<file path="config.mk">
export PLATFORM = sky130hd
export DESIGN_NAME = alu_issue_unit
export DESIGN_NICKNAME = d
export VERILOG_FILES = /design/src/rtl/alu_issue_unit.sv
export SDC_FILE = /design/constraint.sdc
export NUM_CORES = 1
export LEC_CHECK = 0
export ABC_AREA = 1
export BUFFER_PORTS_ARGS = -buffer_cell sky130_fd_sc_hd__buf_2
export CAP_MARGIN = 20
export CORE_UTILIZATION = 47
export DETAILED_ROUTE_END_ITERATION = 12
export GPL_ROUTABILITY_DRIVEN = 0
export PLACE_DENSITY = 0.86
export SLEW_MARGIN = 20
export SYNTH_ARGS = -nofsm -noshare
export SYNTH_HDL_FRONTEND = slang
export SYNTH_SLANG_ARGS = --single-unit
</file>
<file path="constraint.sdc">
create_clock -name clk -period 2 [get_ports clk]
set_input_delay 0.4 -clock clk [delete_from_list [all_inputs] [get_ports clk]]
set_output_delay 0.4 -clock clk [all_outputs]
set_load 0.005 [all_outputs]
</file>
<file path="src/rtl/alu_issue_unit.sv">
`default_nettype none
// ============================================================================
// Module   : alu_issue_unit
// Brief    : Issues one decoded ALU operation per request handshake, captures the
//            ALU result and returns it over a valid/ready response channel.
//            Optional feature macro: ALU_BRANCH_EVAL_EN (beq/bne taken output).
// Revision : 1.0
// ============================================================================
module alu_issue_unit #(
    parameter int         CNT_WIDTH    = 16,
    parameter logic [3:0] ILLEGAL_CODE = 4'b1111
) (
    input  logic                 clk,
    input  logic                 rst_n,
    input  logic                 req_valid,
    output logic                 req_ready,
    input  logic [1:0]           req_alu_op,
    input  logic [2:0]           req_funct3,
    input  logic                 req_funct7_5,
    input  logic                 req_op_imm,
    input  logic [31:0]          req_src1,
    input  logic [31:0]          req_src2,
    output logic [31:0]          alu_input1,
    output logic [31:0]          alu_input2,
    output logic [3:0]           ALUControl,
    input  logic [31:0]          alu_result,
    input  logic                 zero_flag,
    output logic                 rsp_valid,
    input  logic                 rsp_ready,
    output logic [31:0]          rsp_result,
    output logic                 rsp_zero,
    output logic                 rsp_illegal,
    output logic [CNT_WIDTH-1:0] op_count
`ifdef ALU_BRANCH_EVAL_EN
    ,
    output logic                 rsp_branch_taken
`endif
);

    localparam logic [1:0] ST_IDLE = 2'd0;
    localparam logic [1:0] ST_EXEC = 2'd1;
    localparam logic [1:0] ST_RESP = 2'd2;

    logic [1:0]           state_q, state_d;
    logic [31:0]          in1_q, in2_q;
    logic [3:0]           ctrl_q;
    logic                 illegal_q;
    logic [31:0]          rsp_result_q;
    logic                 rsp_zero_q;
    logic                 rsp_illegal_q;
    logic [CNT_WIDTH-1:0] op_count_q;

    logic [3:0]           dec_ctrl;
    logic                 dec_illegal;
    logic                 req_fire;
    logic                 rsp_fire;

`ifdef ALU_BRANCH_EVAL_EN
    logic dec_branch, dec_bne;
    logic branch_q, bne_q, taken_q;
`endif

    // Decode ALUOp / funct3 / funct7[5] into the ALU control code.
    always_comb begin
        dec_ctrl    = ILLEGAL_CODE;
        dec_illegal = 1'b1;
`ifdef ALU_BRANCH_EVAL_EN
        dec_branch  = 1'b0;
        dec_bne     = 1'b0;
`endif
        case (req_alu_op)
            2'b00: begin
                dec_ctrl    = 4'b0010;
                dec_illegal = 1'b0;
            end
            2'b01: begin
`ifdef ALU_BRANCH_EVAL_EN
                if (req_funct3 == 3'b000 || req_funct3 == 3'b001) begin
                    dec_ctrl    = 4'b0110;
                    dec_illegal = 1'b0;
                    dec_branch  = 1'b1;
                    dec_bne     = req_funct3[0];
                end
`else
                dec_ctrl    = 4'b0110;
                dec_illegal = 1'b0;
`endif
            end
            2'b10: begin
                case (req_funct3)
                    3'b000: begin
                        dec_ctrl    = (req_funct7_5 && !req_op_imm) ? 4'b0110 : 4'b0010;
                        dec_illegal = 1'b0;
                    end
                    3'b111: begin
                        dec_ctrl    = 4'b0000;
                        dec_illegal = 1'b0;
                    end
                    3'b110: begin
                        dec_ctrl    = 4'b0001;
                        dec_illegal = 1'b0;
                    end
                    default: ;
                endcase
            end
            default: ;
        endcase
    end

    always_ff @(posedge clk or negedge rst_n) begin
        if (!rst_n) state_q <= ST_IDLE;
        else        state_q <= state_d;
    end

    always_comb begin
        state_d = state_q;
        case (state_q)
            ST_IDLE: if (req_valid) state_d = ST_EXEC;
            ST_EXEC: state_d = ST_RESP;
            ST_RESP: if (rsp_ready) state_d = ST_IDLE;
            default: state_d = ST_IDLE;
        endcase
    end

    always_comb begin
        req_ready = (state_q == ST_IDLE);
        rsp_valid = (state_q == ST_RESP);
    end

    assign req_fire = req_valid & req_ready;
    assign rsp_fire = rsp_valid & rsp_ready;

    always_ff @(posedge clk or negedge rst_n) begin
        if (!rst_n) begin
            in1_q         <= '0;
            in2_q         <= '0;
            ctrl_q        <= 4'b0000;
            illegal_q     <= 1'b0;
            rsp_result_q  <= '0;
            rsp_zero_q    <= 1'b0;
            rsp_illegal_q <= 1'b0;
            op_count_q    <= '0;
`ifdef ALU_BRANCH_EVAL_EN
            branch_q      <= 1'b0;
            bne_q         <= 1'b0;
            taken_q       <= 1'b0;
`endif
        end else begin
            if (req_fire) begin
                in1_q     <= req_src1;
                in2_q     <= req_src2;
                ctrl_q    <= dec_ctrl;
                illegal_q <= dec_illegal;
`ifdef ALU_BRANCH_EVAL_EN
                branch_q  <= dec_branch;
                bne_q     <= dec_bne;
`endif
            end
            // Illegal requests report a zero result regardless of what the ALU drives.
            if (state_q == ST_EXEC) begin
                rsp_result_q  <= illegal_q ? 32'd0 : alu_result;
                rsp_zero_q    <= illegal_q ? 1'b1  : zero_flag;
                rsp_illegal_q <= illegal_q;
`ifdef ALU_BRANCH_EVAL_EN
                taken_q       <= branch_q & (bne_q ? ~zero_flag : zero_flag);
`endif
            end
            if (rsp_fire && (op_count_q != '1))
                op_count_q <= op_count_q + {{(CNT_WIDTH-1){1'b0}}, 1'b1};
        end
    end

    assign alu_input1  = in1_q;
    assign alu_input2  = in2_q;
    assign ALUControl  = ctrl_q;
    assign rsp_result  = rsp_result_q;
    assign rsp_zero    = rsp_zero_q;
    assign rsp_illegal = rsp_illegal_q;
    assign op_count    = op_count_q;
`ifdef ALU_BRANCH_EVAL_EN
    assign rsp_branch_taken = taken_q;
`endif

endmodule
`default_nettype wire

</file>
==> results by stage, run 1 <==
Global route:
- The number of global-route vias before repair is 4358.
- The initial antenna violation count is 1.
- The wire length of the first global-routing pass is 20760 µm.
- The total global-route track usage is 0.2439.
- The maximum number of pins on one net before global-route repair is 58.
- The total global routing overflow is 0.

Layout:
- The number of nets in the layout is 884.
- The finished cells cover 6828 µm².
- After filler insertion, the fill cell instance count of the layout stands at 881.
- The core occupancy in the finished layout is 0.6674.
- In the final layout, flip-flops and latches occupy 3028 µm².
- Relative to the synthesized area, the layout overhead comes to 38.43%.
- In the final layout, the multi-input gates occupy 1708 µm².
- The share of final-layout standard cells stronger than drive strength 1 is 0.3532.

STA:
- The max-slew violation count came to 0.
- The total setup violations reported at the end of the flow is 0.
- Setup repair after global routing left no endpoint under its margin.
- Measured against its own limit, the worst slew margin works out to 0.6841.
- The achievable frequency is 595.5 MHz.
- For the final database, setup skew stands at 0.01042 ns.
- The routed design could run at a clock period as short as 1.679 ns.
- The number of hold-slack violations in the final timing report came to 0.
- For the pin with the worst max-slew slack, the measured transition is 0.4711 ns.
- Setup total negative slack on the finished layout was measured at 0 ns.
- Dividing the final minimum period by the clock period gives 0.8396.

Floorplanning:
- The starting density of the core is 0.4821.
- The placement row count is 37.
- The die area is 10910 µm².
- The core region is 10230 µm².
- 228 I/O pins were placed.
- In this run the horizontal extent of the chip is 104.4 µm.
- The die is 104.4 µm tall.

Clock tree:
- The root buffer cell is clkbuf_8.
- The total of hold buffers inserted after clock tree synthesis is 1.
- CTS built an H-tree with a depth of 4.
- The clock latency reported for the late side of the worst-skew pair is 0.51 ns.
- The post-cts repair resize count is 0.
- Counting the buffers created by CTS gives 17.
- The maximum root-to-sink buffer count is 2.
- The register clock-pin slew on the reported worst setup and hold paths is 0.06 ns.
- For this design, the sink count on the clock tree is 121.
- The TritonCTS clock tree is done.
- Buffers added to address setup during post-CTS repair amount to 0.

Power:
- Summed over all nets, the switching power comes to 0.003398 W.
- The share of total power dissipated in sequential elements is 0.400.
- The clock network fraction of total power is 0.291.
- Of the total power, combinational logic draws 0.309.
- Of the total power, the share spent switching nets is 0.3362.
- The internal power of the cells totals 0.006709 W.
- VDD sags by at most 774.5 µV.
- The total power per unit cell area is 1480 nW/µm².
- The leakage power figure is 3.860 nW.

Critical path:
- Measured in cells, the most critical reg-to-reg path has a length of 6.
- The nature of the critical path startpoint is a register.
- Of all nets on the critical path, the largest fanout is 5.
- The setup slack of the most critical reg-to-reg path is 0.33 ns.
- The worst setup path is captured at a primary output.
- The worst register-to-register path ends at alu_input2[27].
- The signal on the critical path passes through nor2_1 > buf_2.
- For this run, the slowest stage of the critical path takes 0.44 ns.
- The cell family contributing the most delay on the critical path is flip-flops.
- The critical path data arrival time is 1.28 ns.
- The required time at the worst-slack endpoint is 1.60 ns.
- The startpoint of the lowest-slack register-to-register path is state_q[0].
- The startpoint-to-endpoint class of the critical path is register to primary output.
- The number of buffer and inverter instances along the worst setup path is 1.
- The slowest stage cell on the critical path is dfrtp_1.

Synth:
- The number of nets produced by synthesis is 648.
- Counting flops with a built-in enable in the synthesized netlist gives 0.
- Counting every instance in the synthesized netlist gives 539.
- The mean cell area of the mapped netlist is 9.151 µm².
- The fraction of registers with async set or reset after synthesis is 1.000.
- In this run the cell area of the synthesized design comes to 4932 µm².
- In this run, distinct cell masters in the synthesized netlist total 27.
- During synthesis, Yosys emitted a total of 0 warnings.
- The synthesized design contains 121 register bits.
- The top flip-flop cell by instance count after synthesis is dfrtp_1.
- The share of the Yosys chip area taken by registers is 0.6139.

Placement:
- The number of I/O port buffers is 227.
- After legalization and detailed placement, the total HPWL measured 8791 µm.
- Summing all placed instances gives a cell area of 6240 µm².

Routing:
- For this run, design rule violations remaining after detail routing come to 0.
- After detailed routing, the number of vias per cell comes to 4.882.
- The first detailed-routing pass ran for 8 iterations.
- The wire length after detailed routing is 12720 µm.
- The first-iteration detailed-routing DRC count is 234.
- The routed length per placed instance is 13.77 µm.
- The count of vias placed by the detailed router is 4511.
- The post-route antenna net violation count is 0.

Min path:
- For hold timing, the worst endpoint is alu_input2[1].
- The worst hold path passes through 3 cells.
- The launch point of the worst hold path is req_src2[1].
- The min-delay analysis places its worst path in the category input pin to register.

Run:
- Max-cap violations in this run came to 0.

Status:
- The run finished with clean final reports.
==> state kept, by name, summed over array words and instances, names as in the netlist <==
signal	count
state_q	2
alu_input1	32
op_count	16
ALUControl	4
illegal_q	1
rsp_illegal	1
alu_input2	32
rsp_zero	1
rsp_result	32
==> metrics by stage <==
step,std cells,setup slack (ns),power [W],hold slack (ns)
after floorplan,539,0.5252,0.005605,0.1044
after global placement,891,0.3935,0.007079,0.3289
after detailed placement,891,0.3317,0.007187,0.3291
after CTS,923,0.2811,0.01020,0.05355
after global routing,924,0.1820,0.01075,0.06074
final,924,0.3208,0.01011,0.07565
==> power groups by stage <==
stage,clock network (W),logic [W],registers [W]
2_1_floorplan,0,0.00151,0.00410
4_1_cts,0.00299,0.00316,0.00405
3_5_place_dp,0,0.00317,0.00402
5_1_grt,0.00310,0.00349,0.00416
3_3_place_gp,0,0.00304,0.00404
6_report,0.00294,0.00312,0.00405
==> logic make-up after synthesis <==
family | synth area share
buf+inv | 0.04033
flops | 0.6139
fa+ha+maj | 0.002536
compound gates | 0.06900
simple gates | 0.2636
xor+xnor | 0.01065
==> routing by layer <==
layer / GRT usage / routed length [µm]
met1: 0.3166 / 5350
met3: 0.06955 / 965
met4: 0.1122 / 319
met5: 0 / 0
met2: 0.3794 / 6087
==> cells in the mapped netlist, types with 2 or more instances <==
cell type	number	area, µm²
nand3_1	9	45.04
o21ai_0	3	15.01
nand2_1	275	1032
buf_2	6	30.03
nor2_1	25	93.84
o22ai_1	2	12.51
dfrtp_1	121	3028
clkbuf_1	8	30.03
buf_4	6	45.04
xnor2_1	6	52.55
inv_2	2	7.510
nand4_1	10	62.56
a21oi_1	2	10.01
a22o_1	32	280.3
inv_1	20	75.07
==> layout make-up <==
class,instances,area share
sequential,121,0.4435
multi-input combinational,375,0.2501
timing repair buffer,238,0.1847
clock buffer,18,0.06267
tap,136,0.02492
clock inverter,13,0.02162
inverter,22,0.01209
antenna,1,0.0003665
==> worst min-delay path, stage by stage <==
cell     delay (ns)
buf_2          0.07
nand2_1        0.04
nand2_1        0.04
==> layout by cell type, fill, tap and decap left out, types with 2 or more instances in the layout <==
cell and count:
inv_1 20, nand2_2 2, xnor2_1 6, nand4_1 10
nand2_1 274, inv_6 2, bufinv_16 2, inv_2 2
clkbuf_8 2, buf_2 226, o22ai_1 2, buf_4 8
clkinv_4 4, clkinvlp_4 4, dfrtp_1 121, buf_12 3
a21oi_1 2, clkbuf_16 16, nor2_1 25, a22o_1 32
o21ai_0 3, nand3_1 9
==> worst max-delay path by stage <==
stage,start,endpoint,cells past startpoint
5_1_grt,state_q[0],alu_input1[28],6
2_1_floorplan,op_count[0],op_count[3],8
4_1_cts,state_q[0],rsp_valid,2
3_5_place_dp,state_q[0],alu_input2[3],6
3_3_place_gp,op_count[0],op_count[2],6
6_report,state_q[0],rsp_valid,2
Power figures use the tool's default switching activity.
==> inputs of run 2 (changes only) <==
Settings changed: CORE_UTILIZATION 47 to 42, PLACE_DENSITY 0.86 to 0.82.
Clock period 2 ns to 1.35 ns, I/O delays scaled along.
==> run 2 against run 1 <==
Against the previous run: critical endpoint unchanged; non-clock buffer count grew 61; setup slack lost 0.39 ns; the flow now finishes with violations (setup timing); routed wire length grew 16%; die area grew 12%; clock-buffer cell count is the same; critical path depth grew 1.
==> results by stage, run 2 (synthesized netlist as in run 1, its figures left out) <==
Status:
- The flow ran to the end, but the final reports show violations.
- The checks that failed: setup timing.

Global route:
- The number of global-route vias before repair came to 4376 (+0.41%).
- The total global-route track usage was 0.2306 (-0.01334).
- The initial antenna violation count came to 0 (-1).
- The maximum number of pins on one net before global-route repair is 58 (unchanged).
- The wire length of the first global-routing pass is 20820 µm (+0.30%).
- The total global routing overflow was 0 (unchanged).

Clock tree:
- TritonCTS built the clock tree.
- The root buffer cell is clkbuf_16.
- The register clock-pin slew on the reported worst setup and hold paths is 0.06 ns (about the same).
- The clock sink count is 121 (unchanged).
- The number of CTS-inserted buffers is 17 (unchanged).
- The clock latency reported for the late side of the worst-skew pair is 0.42 ns (-0.09 ns).
- The maximum level of the CTS H-tree was 4 (unchanged).
- The maximum root-to-sink buffer count came to 2 (unchanged).

Routing:
- The routed length per placed instance was 14.86 µm (+8.0%).
- The count of TritonRoute iterations in the first routing pass is 4 (-4).
- The first-iteration detailed-routing DRC count was 273 (+17%).
- The per-cell via count in the routed design is 4.814 (-1.4%).
- The wire length after detailed routing is 14760 µm (+16%).
- The residual DRC count is 0 (unchanged).
- The post-route antenna net violation count was 0 (unchanged).
- The count of vias placed by the detailed router is 4780 (+6.0%).

Floorplanning:
- The number of ports placed on the die boundary came to 228 (unchanged).
- The starting density of the core was 0.4320 (-0.05013).
- The die area is 12180 µm² (+12%).
- The die extent in y was 110.4 µm (+5.7%).
- The area inside the core boundary is 11420 µm² (+12%).
- The placement row count is 39 (+5.4%).
- The horizontal extent of the die is 110.4 µm (+5.7%).

Critical path:
- The slowest stage of the critical path is the dfrtp_1 cell.
- The number of buffer and inverter instances along the worst setup path is 2 (+1).
- The largest stage delay on the critical path is 0.39 ns (-0.05 ns).
- Counting stages on the worst path, the most repeated cell is buf_6.
- STA classifies the critical path endpoint as a primary output.
- Grouping stages by cell kind, the critical path spends the most delay in flip-flops.
- The required time at the worst-slack endpoint was 1.08 ns (-0.52 ns).
- The startpoint-to-endpoint class of the critical path is register to primary output.
- The number of gates on the worst path with buffers counted is 3 (+1).
- Walking the worst path, the cells encountered are buf_6 > nor2_4 > buf_6.
- The critical path data arrival time is 1.15 ns (-0.13 ns).
- The nature of the critical path startpoint is a register.
- The biggest fanout along the worst timing path is 3 (-2).
- The worst reg2reg path depth was 6 (unchanged).

Layout:
- The number of nets in the layout is 946 (+7.0%).
- The most common library cell in the layout ignoring fill and taps is nand2_1.
- The share of final-layout standard cells stronger than drive strength 1 is 0.4376 (+0.08441).
- The synthesis-to-layout area growth is 59.28%.
- Leaving out fill and tap cells, the most frequent cells in the layout are nand2_1, buf_2, dfrtp_1.
- The count of inserted antenna diode cells came to 0 (-1).
- The count of non-filler cells in the finished layout was 993 (+7.5%).

STA:
- The headroom to the max-slew limit came to 0.7993 (+0.1152).
- The final sum of negative setup slack was -1.426 ns (-1.426 ns).
- The clock period minus worst slack is 1.418 ns.
- For this run, the top clock speed supported by timing is 705.3 MHz.
- The worst clock skew on the final layout is 0.01336 ns (+0.002944 ns).
- The ratio of final minimum period to clock period is 1.050.
- The final worst slack came to -0.06788 ns (-0.3886 ns).
- The number of hold-slack violations in the final timing report is 0 (unchanged).
- The total setup violations reported at the end of the flow is 43 (+43).
- The worst-case hold slack is 0.04191 ns (-0.03374 ns).
- The max-slew violation count is 0 (unchanged).
- The transition time at the pin with the least slew margin is 0.3010 ns (-0.1701 ns).
- Setup repair after global routing could not meet its margin everywhere.

Power:
- The leakage power figure was 4.347 nW (+13%).
- The logic gate share of total power is 0.332 (+0.023).
- The peak supply drop is 1363 µV (+76%).
- The design internal power was 0.01186 W (+77%).
- The clock network fraction of total power is 0.323 (+0.032).
- The portion of total power attributed to sequential cells is 0.344 (-0.056).
- The switching share of power is 0.3133 (-0.02291).
- The net load switching power was 0.005408 W (+59%).
- The total power per unit cell area came to 2197 nW/µm² (+48%).

Placement:
- The placement-stage worst setup slack is -0.06768 ns (-0.3993 ns).
- The placed wire-length estimate came to 9223 µm (+4.9%).
- The number of I/O port buffers is 227 (unchanged).
- The number of cells in the design after placement is 926 (+3.9%).

Min path:
- The worst hold path stage count is 3 (unchanged).
- The class of the tightest hold or removal check is input pin to register.

Run:
- The number of maximum-capacitance violations is 0 (unchanged).
-- run 2: changes by cell type in the layout (fill, tap and decap cells not counted), sizes merged --
cell | before | now
buf | 237 | 295
diode | 1 | 0
clkinv | 5 | 2
clkbuf | 18 | 21
bufinv | 2 | 8
nand2 | 277 | 278
clkinvlp | 4 | 2
-- run 2: layout make-up --
class | count | area, µm²
clock buffers | 18 | 439.2
clock inverters | 14 | 290.3
flip-flops and latches | 121 | 3034
repair buffers | 299 | 1951
multi-input cells | 376 | 1876
fillers | 854 | 3562
inverters | 22 | 87.58
well taps | 143 | 178.9
-- run 2: power by group through the flow --
stage	logic (W)	registers [W]	clock network [W]
5_1_grt	0.00641	0.00615	0.00583
3_5_place_dp	0.00498	0.00593	0
2_1_floorplan	0.00225	0.00609	0
6_report	0.00574	0.00595	0.00558
4_1_cts	0.00523	0.00595	0.00566
3_3_place_gp	0.00482	0.00593	0
-- run 2: worst register-to-register path, delay by kind of cell, from the launching register on --
kind	cells	cell delay, ns
flops	1	0.39
compound gates	1	0.23
simple gates	3	0.38
buf+inv	2	0.34
-- run 2: repair_timing --
| item | CTS | global route |
|---|---|---|
| hold endpoints to repair | 16 | 0 |
| buffers inserted | 16 | 15 |
| pin swaps | 3 | 9 |
| cloned | 1 | 4 |
| hold buffers | 1 | 0 |
| gates resized for setup | 24 | 53 |
| setup endpoints to repair | 30 | 124 |
-- run 2: metrics by stage --
stage | util | total power [W] | instance area [µm²]
final | 0.6880 | 0.01726 | 7856
after global routing | 0.6880 | 0.01839 | 7856
after CTS | 0.6541 | 0.01684 | 7468
after detailed placement | 0.5702 | 0.01091 | 6511
after global placement | 0.5702 | 0.01075 | 6511
after floorplan | - | 0.008337 | 4947
-- run 2: worst paths after layout --
path	startpoint	to	slack [ns]
min	req_src1[26]	alu_input1[26]	0.04
max reg2reg	state_q[0]	op_count[4]	-0.06
max in group asynchronous	rst_n	alu_input2[15]	0.49
max	state_q[0]	rsp_valid	-0.07
min in group asynchronous	rst_n	state_q[1]	0.28
min reg2reg	alu_input2[8]	alu_input2[8]	0.47
-- run 2: per-layer routing --
layer	vias up	track usage	wire length [µm]
met5	-	0	0
met4	0	0.08271	221
met3	19	0.08113	1172
met2	222	0.3917	7426
met1	2222	0.2690	5938
li1	2317	-	-
==> inputs of run 3 (changes only) <==
Settings changed: CORE_UTILIZATION 42 to 47, GPL_TIMING_DRIVEN set to 0, PLACE_DENSITY 0.82 to 0.86, SLEW_MARGIN 20 to 30.
Clock period 1.35 ns to 1.6 ns, I/O delays scaled along.
==> run 3 against run 2 <==
Against the previous run: worst hold slack got worse by 0.024 ns; via count increased by 3.8%; critical path type unchanged; register-to-register slack improved by 0.15 ns; the run now ends clean; sequential power decreased by 14%; highest routed layer unchanged; routed wire length increased by 4.7%; clock-buffer cell count unchanged; critical path depth decreased by 1; power decreased by 24%; non-clock buffer count increased by 1.
==> results by stage, run 3 (synthesized netlist as in run 1, its figures left out) <==
Power:
- The total power per unit cell area is 1764 nW/µm² (-20%).
- The peak supply drop is 1005 µV (-26%).
- The leakage power figure was 4.089 nW (-5.9%).
- The total power consumption of the routed design is 0.01305 W (-24%).

Clock tree:
- The clock sink count came to 121 (unchanged).
- The register clock-pin slew on the reported worst setup and hold paths is 0.06 ns (about the same).
- The clock latency reported for the late side of the worst-skew pair is 0.51 ns (+0.09 ns).
- The maximum level of the CTS H-tree is 4 (unchanged).
- The number of CTS-inserted buffers is 17 (unchanged).
- The root buffer cell is clkbuf_8.
- The maximum root-to-sink buffer count was 2 (unchanged).
- TritonCTS built the clock tree.

Global route:
- The total global-route track usage came to 0.2848 (+0.05418).
- The wire length of the first global-routing pass is 24060 µm (+16%).
- The maximum number of pins on one net before global-route repair is 74 (+28%).
- The total global routing overflow is 0 (unchanged).
- The initial antenna violation count came to 1 (+1).
- The number of global-route vias before repair came to 5036 (+15%).

STA:
- Of the available clock period, the critical path in the final layout requires 0.9715.
- Static timing analysis puts the maximum clock frequency at 643.3 MHz.
- The headroom to the max-slew limit was 0.6736 (-0.1258).
- The final worst slack came to 0.04557 ns (+0.1134 ns).
- The final sum of negative setup slack was 0 ns (+1.426 ns).
- The worst clock skew on the final layout is 0.009127 ns (-0.004233 ns).
- The total setup violations reported at the end of the flow was 0 (-100%).
- The clock period minus worst slack is 1.554 ns.
- The max-slew violation count came to 0 (unchanged).
- The transition time at the pin with the least slew margin was 0.4897 ns (+0.1886 ns).
- The number of hold-slack violations in the final timing report is 0 (unchanged).

Floorplanning:
- The die extent in y was 104.4 µm (-5.4%).
- The placement row count came to 37 (-5.1%).
- The area inside the core boundary is 10230 µm² (-10%).
- The number of ports placed on the die boundary is 228 (unchanged).
- The starting density of the core was 0.4821 (+0.05013).
- The die area is 10910 µm² (-10%).
- The horizontal extent of the die is 104.4 µm (-5.4%).

Critical path:
- The largest stage delay on the critical path was 0.47 ns (+0.08 ns).
- The number of buffer and inverter instances along the worst setup path came to 1 (-1).
- The critical path data arrival time is 1.23 ns (+0.08 ns).
- The biggest fanout along the worst timing path is 5 (+2).
- The nature of the critical path startpoint is a register.
- The startpoint-to-endpoint class of the critical path is register to primary output.
- The cell family contributing the most delay on the critical path is flip-flops.
- The critical path endpoint category is a primary output.
- The required time at the worst-slack endpoint is 1.28 ns (+0.20 ns).
- The slowest stage cell on the critical path is dfrtp_2.
- Walking the worst path, the cells encountered are nor2_4 > buf_2.

Routing:
- The wire length after detailed routing is 15460 µm (+4.7%).
- The count of TritonRoute iterations in the first routing pass is 5 (+1).
- The per-cell via count in the routed design is 5.019 (+4.3%).
- The residual DRC count is 0 (unchanged).
- The count of vias placed by the detailed router is 4964 (+3.8%).
- The first-iteration detailed-routing DRC count is 304 (+11%).
- The post-route antenna net violation count is 0 (unchanged).
- The routed length per placed instance was 15.63 µm (+5.2%).

Run:
- The number of maximum-capacitance violations came to 0 (unchanged).

Min path:
- The class of the tightest hold or removal check is input pin to register.

Status:
- The run finished with clean final reports.

Layout:
- The most common library cell in the layout ignoring fill and taps is nand2_1.
- In the layout the commonest cells are nand2_1, buf_2, dfrtp_1.
- The core occupancy in the finished layout is 0.7231 (+0.03509).
- The number of inserted filler cells in the final layout is 744 (-13%).
- The share of final-layout standard cells stronger than drive strength 1 is 0.3490 (-0.08865).
- The area growth from synthesis to layout is 50.00%.
- The number of nets in the layout was 947 (+0.11%).

Placement:
- The number of I/O port buffers came to 227 (unchanged).
- The placement-stage worst setup slack came to -0.09932 ns (-0.03164 ns).
- The placed wire-length estimate is 9481 µm (+2.8%).
==> run 3: final timing paths <==
path	from	to	slack, ns	depth (start not counted)
max	state_q[0]	req_ready	0.05	2
min	req_src2[30]	alu_input2[30]	0.02	3
max reg2reg	op_count[9]	op_count[10]	0.09	7
min reg2reg	ALUControl[3]	ALUControl[3]	0.48	2
max in group asynchronous	rst_n	alu_input2[7]	0.63	3
min in group asynchronous	rst_n	op_count[1]	0.30	2
==> run 3: metal layers <==
metal,GRT usage,wire [µm]
met5,0,0
met4,0.1561,503
met1,0.3325,6086
met2,0.4740,7708
met3,0.07957,1158
==> run 3: final cells by class <==
type | count | area, µm² | area share
flip-flops and latches | 121 | 3035 | 0.4103
multi-input cells | 376 | 1759 | 0.2378
repair buffers | 279 | 1674 | 0.2263
clock buffers | 18 | 417.9 | 0.05649
well taps | 136 | 170.2 | 0.02300
clock inverters | 14 | 137.6 | 0.01860
plain buffers | 21 | 116.4 | 0.01573
inverters | 22 | 82.58 | 0.01116
diodes | 2 | 5.005 | 0.0006765
==> run 3: what timing repair did <==
item,CTS,global route
pin swaps,1,1
hold buffers,47,0
setup buffers,2,2
endpoints found under the hold margin,94,0
gates resized for setup,5,11
setup endpoints to repair,23,18
gates cloned,0,1
==> run 3: worst reg2reg max path: stages (launching register included) <==
cell and delay [ns]:
dfrtp_1 0.46, nand4_1 0.22, nor2_4 0.23, nand2_2 0.14
nand2_4 0.13, buf_6 0.15, nand2_1 0.06, nand2_1 0.07
==> run 3: where the power goes <==
group          internal (W)  leakage [nW]  switching, W
Combinational       0.00199          2.31       0.00238
Clock               0.00210         0.262       0.00148
Sequential          0.00431          1.52      0.000798
Total               0.00840          4.09       0.00465
==> run 3: through the flow <==
step           cell area [µm²]  hold WS [ns]  cells
2_1_floorplan             4932       0.02441    539
3_3_place_gp              6238        0.4574    902
3_5_place_dp              6276        0.2453    903
4_1_cts                   7333     0.0005378    984
5_1_grt                   7396      0.008053    988
6_report                  7398       0.01751    989
